### src/rtl/drv_led.sv
// Multi-channel LED driver: steady-on, free-running blink, and a counted flash
// sequence that overrides a latched subset of channels. Output is registered.
module drv_led #(
    parameter int unsigned p_width   = 4,
    parameter int unsigned p_divider = 17_865_771,
    parameter string       p_mode    = "activehigh"
) (
    input  logic               i_clk,
    input  logic               i_rst,
    input  logic [p_width-1:0] i_on,
    input  logic [p_width-1:0] i_blink,
    input  logic               i_flash_start,
    input  logic [p_width-1:0] i_flash_mask,
    input  logic [3:0]         i_flash_count,
    output logic               o_busy,
    output logic [p_width-1:0] o_drv_led
);

    localparam int unsigned          c_cnt_w = $clog2(p_divider);
    localparam logic [c_cnt_w-1:0]   c_last  = c_cnt_w'(p_divider - 1);
    localparam logic [c_cnt_w-1:0]   c_one   = c_cnt_w'(1);
    // Anything other than "activelow" drives active-high.
    localparam bit                   c_low   = (p_mode == "activelow");
    localparam logic [p_width-1:0]   c_pol   = {p_width{c_low}};

    typedef enum logic [1:0] {StIdle, StOn, StOff} state_e;

    logic [c_cnt_w-1:0] blink_cnt_q;
    logic               blink_phase_q;
    logic               blink_tick;

    state_e             state_q, state_d;
    logic [c_cnt_w-1:0] phase_q, phase_d;
    logic [3:0]         remain_q, remain_d;
    logic [p_width-1:0] mask_q, mask_d;
    logic [p_width-1:0] led_q, led_d;
    logic [p_width-1:0] led_val;
    logic               phase_done;

    assign blink_tick = (blink_cnt_q == c_last);
    assign phase_done = (phase_q == c_last);

    always_ff @(posedge i_clk) begin
        if (i_rst) begin
            blink_cnt_q   <= '0;
            blink_phase_q <= 1'b0;
        end else if (blink_tick) begin
            blink_cnt_q   <= '0;
            blink_phase_q <= ~blink_phase_q;
        end else begin
            blink_cnt_q   <= blink_cnt_q + c_one;
        end
    end

    always_comb begin
        state_d  = state_q;
        phase_d  = phase_q;
        remain_d = remain_q;
        mask_d   = mask_q;
        case (state_q)
            StIdle: begin
                if (i_flash_start && (i_flash_count != 4'd0)) begin
                    mask_d   = i_flash_mask;
                    remain_d = i_flash_count;
                    phase_d  = '0;
                    state_d  = StOn;
                end
            end
            StOn: begin
                if (phase_done) begin
                    phase_d = '0;
                    state_d = StOff;
                end else begin
                    phase_d = phase_q + c_one;
                end
            end
            StOff: begin
                if (phase_done) begin
                    phase_d = '0;
                    if (remain_q == 4'd1) begin
                        state_d = StIdle;
                    end else begin
                        remain_d = remain_q - 4'd1;
                        state_d  = StOn;
                    end
                end else begin
                    phase_d = phase_q + c_one;
                end
            end
            default: state_d = StIdle;
        endcase
    end

    // Flash overrides only the latched channels; the rest keep on/blink behaviour.
    always_comb begin
        led_val = i_on | (i_blink & {p_width{blink_phase_q}});
        if (state_q == StOn) begin
            led_val = led_val | mask_q;
        end else if (state_q == StOff) begin
            led_val = led_val & ~mask_q;
        end
        led_d = led_val ^ c_pol;
    end

    always_ff @(posedge i_clk) begin
        if (i_rst) begin
            state_q  <= StIdle;
            phase_q  <= '0;
            remain_q <= 4'd0;
            mask_q   <= '0;
            led_q    <= c_pol;
        end else begin
            state_q  <= state_d;
            phase_q  <= phase_d;
            remain_q <= remain_d;
            mask_q   <= mask_d;
            led_q    <= led_d;
        end
    end

    assign o_busy    = (state_q != StIdle);
    assign o_drv_led = led_q;

endmodule
### config.mk
export PLATFORM = sky130hd
export DESIGN_NAME = drv_led
export DESIGN_NICKNAME = d
export VERILOG_FILES = /design/src/rtl/drv_led.sv
export SDC_FILE = /design/constraint.sdc
export NUM_CORES = 1
export LEC_CHECK = 0
export CAP_MARGIN = 20
export CELL_PAD_IN_SITES_DETAIL_PLACEMENT = 0
export CELL_PAD_IN_SITES_GLOBAL_PLACEMENT = 2
export CORE_MARGIN = 2
export CORE_UTILIZATION = 39
export DETAILED_ROUTE_END_ITERATION = 10
export DONT_BUFFER_PORTS = 1
export HOLD_SLACK_MARGIN = 0.1
export PLACE_DENSITY = 0.87
export SETUP_SLACK_MARGIN = 0.05
export SLEW_MARGIN = 15
export SYNTH_ARGS = -nofsm -noshare
export SYNTH_HDL_FRONTEND = slang
export SYNTH_SLANG_ARGS = --single-unit
### constraint.sdc
create_clock -name i_clk -period 2.7 [get_ports i_clk]
set_input_delay 0.54 -clock i_clk [delete_from_list [all_inputs] [get_ports i_clk]]
set_output_delay 0.54 -clock i_clk [all_outputs]
set_load 0.02 [all_outputs]
[After elaboration in Yosys (flattened, before gate mapping)]
Cells that the tools add are included.
Storage, ports and cells
  register bits: 65
  output and inout bits: 5
Cells by class
  add/sub/neg operators: 3
  eq/ne operators: 9
  mux-type cells: 14
  bitwise gates (word level): 6
  reduce and logical (&&, ||, !) cells: 12
Operator list (count)
  $add 25x1->25 const B: 2
  $eq 25x25->1 const B: 2
  $mux 25: 2
  $pmux 25 s2: 1
  $mux 4: 5
  $and 4x4->4: 2
  $ne 2x2->1 const B: 4
  $or 4x4->4: 2
  $pmux 4 s2: 1
  $mux 2: 3
  $pmux 2 s3: 1
  $reduce_bool 2->1: 3
  $eq 4x1->1 const B: 1
  $not 4->4: 1
  $reduce_and 2->1: 2
  $reduce_and 4->1: 1
  $reduce_bool 4->1: 1
  $reduce_or 2->1: 2
  $sub 4x1->4 const B: 1
  $reduce_and 3->1: 1
  $eq 2x1->1 const B: 1
  $eq 2x2->1 const B: 1
  $logic_not 2->1: 1
  $logic_and 1x1->1: 1
  other kinds (2): 2

[Logic depth before layout (Yosys ltp)]
  depth in word-level cells: 5
  mapped depth: 8

[Worst setup path before layout]
Ideal clock, no wire load.
  path kind: register -> register
  from: reg state_q[0]
  to: reg phase_q[24]
  setup time: 0.066 ns
  data arrival time: 2.063 ns
  data required time: 2.634 ns
  path slack: 0.571 ns
  stages on the path, launching flop included: 9
  cells stage by stage: dfxtp_1 -> inv_1 -> ha_1 -> and2b_2 -> a32o_2 -> or3b_1 -> buf_6 -> or3_4 -> a21oi_2
Between the ends
  cells in the longest elaborated chain, start to end: 4
  elaborated cells between the ends (all ways): 8
  those cells by class: eq/ne: 3; mux: 1; reduce/logical: 4
RTL lines
  start: declaration: RTL line 32  | state_e state_q, state_d;
  start signal: assignment: RTL line 107  | state_q <= StIdle;
  start signal: assignment: RTL line 113  | state_q <= state_d;
  $eq 2x1->1 or $eq 2x2->1 (tied branches): RTL line 60  | case (state_q)
  $reduce_or 2->1 (no line)
  $reduce_bool 2->1 (no line)
  $reduce_and 2->1 (no line)
  end signal: assignment: RTL line 114  | phase_q <= phase_d;
  end: declaration: RTL line 33  | logic [c_cnt_w-1:0] phase_q, phase_d;
Several ways; a longest one is shown, not always the timed one.
A chain may end at the register's enable or synchronous reset.

[Worst setup path in the final report]
  from: reg state_q[0]
  to: reg phase_q[19]
Same word-level chain as after synthesis.

==> results.sh <==
export IMPL_status="completed"
export IMPL_drc_errors=0
export IMPL_layout_drive_gt1_share=0.08245
export IMPL_tns_ns=0
export IMPL_core_um2=8093
export IMPL_r2r_slack_ns=0.38
export IMPL_worstHoldPathCells=1
export IMPL_clkTransAtPathRegs_ns=0.07
export IMPL_viasPerCell=5.206
export IMPL_yosys_area_top_type_share=0.4040
export IMPL_syn2layout_area_growth_pct=9.635
export IMPL_cap_viol_max_count=0
export IMPL_dp_cells=465
export IMPL_grt_pass1_vias=2341
export IMPL_ys_types=53
export IMPL_port_buffers=0
export IMPL_power_density_nw_per_um2=646.9
export IMPL_start_util=0.3980
export IMPL_rr_startpoint="state_q[0]"
export IMPL_grt_max_degree=26
export IMPL_synth_seq_cells=65
export IMPL_wl_per_cell_um=13.57
export IMPL_post_cts_buffers=0
export IMPL_fin_hold_ws_ns=0.2624
export IMPL_globalRouteOverflowTotal=0
export IMPL_drt_iter0_drc=102
export IMPL_finalSetupViolations=0
export IMPL_num_rows=33
export IMPL_synth_area_leaders="dfxtp_1 40%, nor2_1 7.0%, xnor2_1 6.8%, xor2_1 4.6%, ha_1 3.9%"
export IMPL_slew_violations=0
export IMPL_holdCritPathClass="in -> reg"
export IMPL_dieArea_um2=9001
export IMPL_grt_pass1_wl_mm=10.78
export IMPL_wl_mm=6.528
export IMPL_cts_resized=0
export IMPL_synth_edf_count=0
export IMPL_grtUsageTotal=0.1532
export IMPL_io_pins=24
export IMPL_avgSynthCellArea_um2=8.704
export IMPL_worstSkewPairLatency_ns=0.34
export IMPL_die_y_um=94.88
export IMPL_postRouteAntennaNets=0
export IMPL_yosys_area_top_type="dfxtp_1"
export IMPL_crit_fanout=16
export IMPL_ctsHoldBuffers=0
export IMPL_multi_input_area_um2=1817
export IMPL_synthArstFlopShare=0
export IMPL_setup_slack_ns=0.3833
export IMPL_cts_tree="yes"
export IMPL_synth_area_um2=3221
export IMPL_synth_warnings=0
export IMPL_crit_path_end_kind="flip-flop"
export IMPL_critical_path_required_ns=2.97
export IMPL_cts_made_buffers=9
export IMPL_syn_inst=370
export IMPL_regArea_um2=1301
export IMPL_ys_seq_area_frac=0.4040
export IMPL_syn_num_nets=399
export IMPL_min_to="o_drv_led[1]"
export IMPL_clock_sink_count=65
export IMPL_n_fill_cell=869
export IMPL_path_class="reg -> reg"
export IMPL_place_congestion=0.7849
export IMPL_rsz0062_at_grt="false"
export IMPL_cp_start_kind="flip-flop"
export IMPL_vias=2504
export IMPL_cts_max_level=3
export IMPL_layout_min_cycle_time_ns=2.317
export IMPL_num_nets_final=400
export IMPL_fmax_mhz=431.7
export IMPL_diodes=0
export IMPL_dp_slack_ns=0.3946
export IMPL_r2r_end="phase_q[19]"
export IMPL_die_x_um=94.88
export IMPL_cp_arrival_ns=2.59
export IMPL_hp_start="i_rst"
export IMPL_final_common_cell="dfxtp_1"
export IMPL_clk_path_buf_depth=2
export IMPL_power_leakage_nw=1.260
export IMPL_finalHoldViolCount=0
export IMPL_tightest_slew_ns=0.6492
export IMPL_dr_pass1_iters=4
export IMPL_clock_skew_ns=0.008909
export IMPL_ys_flop_type="dfxtp_1"
export IMPL_relSlewSlack=0.5635
export IMPL_vdd_drop_max_uv=330.8
export IMPL_antenna_found_initial=0
export IMPL_stdcell_count=481
export IMPL_mostFrequentLayoutCells="65 x dfxtp_1, 60 x nor2_1, 25 x xnor2_1"
export IMPL_cts_root_buffer="clkbuf_8"
export IMPL_dp_hpwl_mm=4.564
export IMPL_period_share=0.8580
export IMPL_rr_worst_depth=7
-- worst max-delay path, cell delays in order, from the launching register on --
cell	delay, ns
dfxtp_1	0.36
inv_1	0.09
ha_1	0.36
inv_1	0.07
mux2_4	0.36
or4_1	0.55
or3_1	0.32
a21oi_1	0.15
-- through the flow --
| stage | util | total power (W) | instance area (um^2) |
|---|---|---|---|
| after floorplan | - | 0.001316 | 3221 |
| after global placement | 0.4089 | 0.001377 | 3309 |
| after detailed placement | 0.4089 | 0.001383 | 3309 |
| after CTS | 0.4363 | 0.002316 | 3531 |
| after global routing | 0.4363 | 0.002397 | 3531 |
| final | 0.4363 | 0.002284 | 3531 |
-- cells in the mapped netlist, types with 2 or more instances --
| library cell | n |
|---|---|
| a211oi_1 | 2 |
| or4_1 | 2 |
| xnor2_1 | 25 |
| xor2_1 | 17 |
| and3_1 | 16 |
| inv_1 | 12 |
| a21oi_1 | 19 |
| or2_2 | 4 |
| nor2_1 | 60 |
| nor3_1 | 6 |
| nand3b_1 | 2 |
| nor4_1 | 6 |
| o21ai_0 | 10 |
| and2_1 | 2 |
| or3_1 | 5 |
| dfxtp_1 | 65 |
| and4_1 | 8 |
| nor4b_1 | 6 |
| o31a_1 | 2 |
| nor2b_1 | 2 |
| nand3_1 | 17 |
| nand2_1 | 18 |
| ha_1 | 10 |
| mux2i_1 | 4 |
| nand4_1 | 9 |
| clkbuf_1 | 6 |
| buf_2 | 4 |
| o41ai_1 | 3 |
| nand4b_1 | 3 |
| nor3b_1 | 2 |
-- per-layer routing --
layer / wire [um] / part of all wire / up-vias / track usage
met1: 3275 / 0.50 / 1173 / 0.2062
met5: 0 / 0 / - / 0
met2: 3002 / 0.46 / 27 / 0.2346
met3: 187 / 0.029 / 6 / 0.04789
met4: 61 / 0.0093 / 0 / 0.04710
li1: - / - / 1298 / -
-- state kept, by name, indices dropped and copies added, names as in the netlist --
register       cells
state_q            2
phase_q           25
blink_cnt_q       25
mask_q             4
remain_q           4
blink_phase_q      1
o_drv_led          4
-- power by group --
| group | leakage, nW | total [W] | switching, W | internal (W) |
|---|---|---|---|---|
| combinational | 0.627 | 0.000327 | 0.000201 | 0.000126 |
| sequential | 0.527 | 0.00103 | 0.0000366 | 0.000998 |
| clock | 0.107 | 0.000922 | 0.000375 | 0.000548 |
| total | 1.26 | 0.00228 | 0.000612 | 0.00167 |
-- cell type report --
| type | count | share of cell area |
|---|---|---|
| Tap cell | 105 | 0.03721 |
| Clock buffer | 12 | 0.04111 |
| Inverter | 12 | 0.01276 |
| Multi-Input combinational cell | 281 | 0.5145 |
| Clock inverter | 4 | 0.02162 |
| Sequential cell | 65 | 0.3685 |
| Timing Repair Buffer | 2 | 0.004252 |
-- cells by family (layout without fill, tap and decap cells) --
| logic type | count (synthesis) | count (layout) | share of synthesized area |
|---|---|---|---|
| AOI/OAI and AO/OA | 49 | 49 | 0.1018 |
| xor gates and xnor gates | 42 | 42 | 0.1142 |
| adders and majority gates | 10 | 10 | 0.03885 |
| buffers and inverters | 24 | 30 | 0.03185 |
| DFF | 65 | 65 | 0.4040 |
| muxes | 6 | 6 | 0.02059 |
| and+or+nand+nor | 174 | 174 | 0.2887 |
-- worst max path at each step --
stage | slack [ns] | from | cells after the start | end
2_1_floorplan | 0.57 | state_q[0] | 8 | phase_q[24]
3_3_place_gp | 0.45 | state_q[0] | 7 | phase_q[24]
3_5_place_dp | 0.39 | state_q[0] | 7 | phase_q[24]
4_1_cts | 0.38 | state_q[0] | 7 | phase_q[19]
5_1_grt | 0.25 | state_q[0] | 7 | phase_q[19]
6_report | 0.38 | state_q[0] | 7 | phase_q[19]
Power figures use the tool's default switching activity.
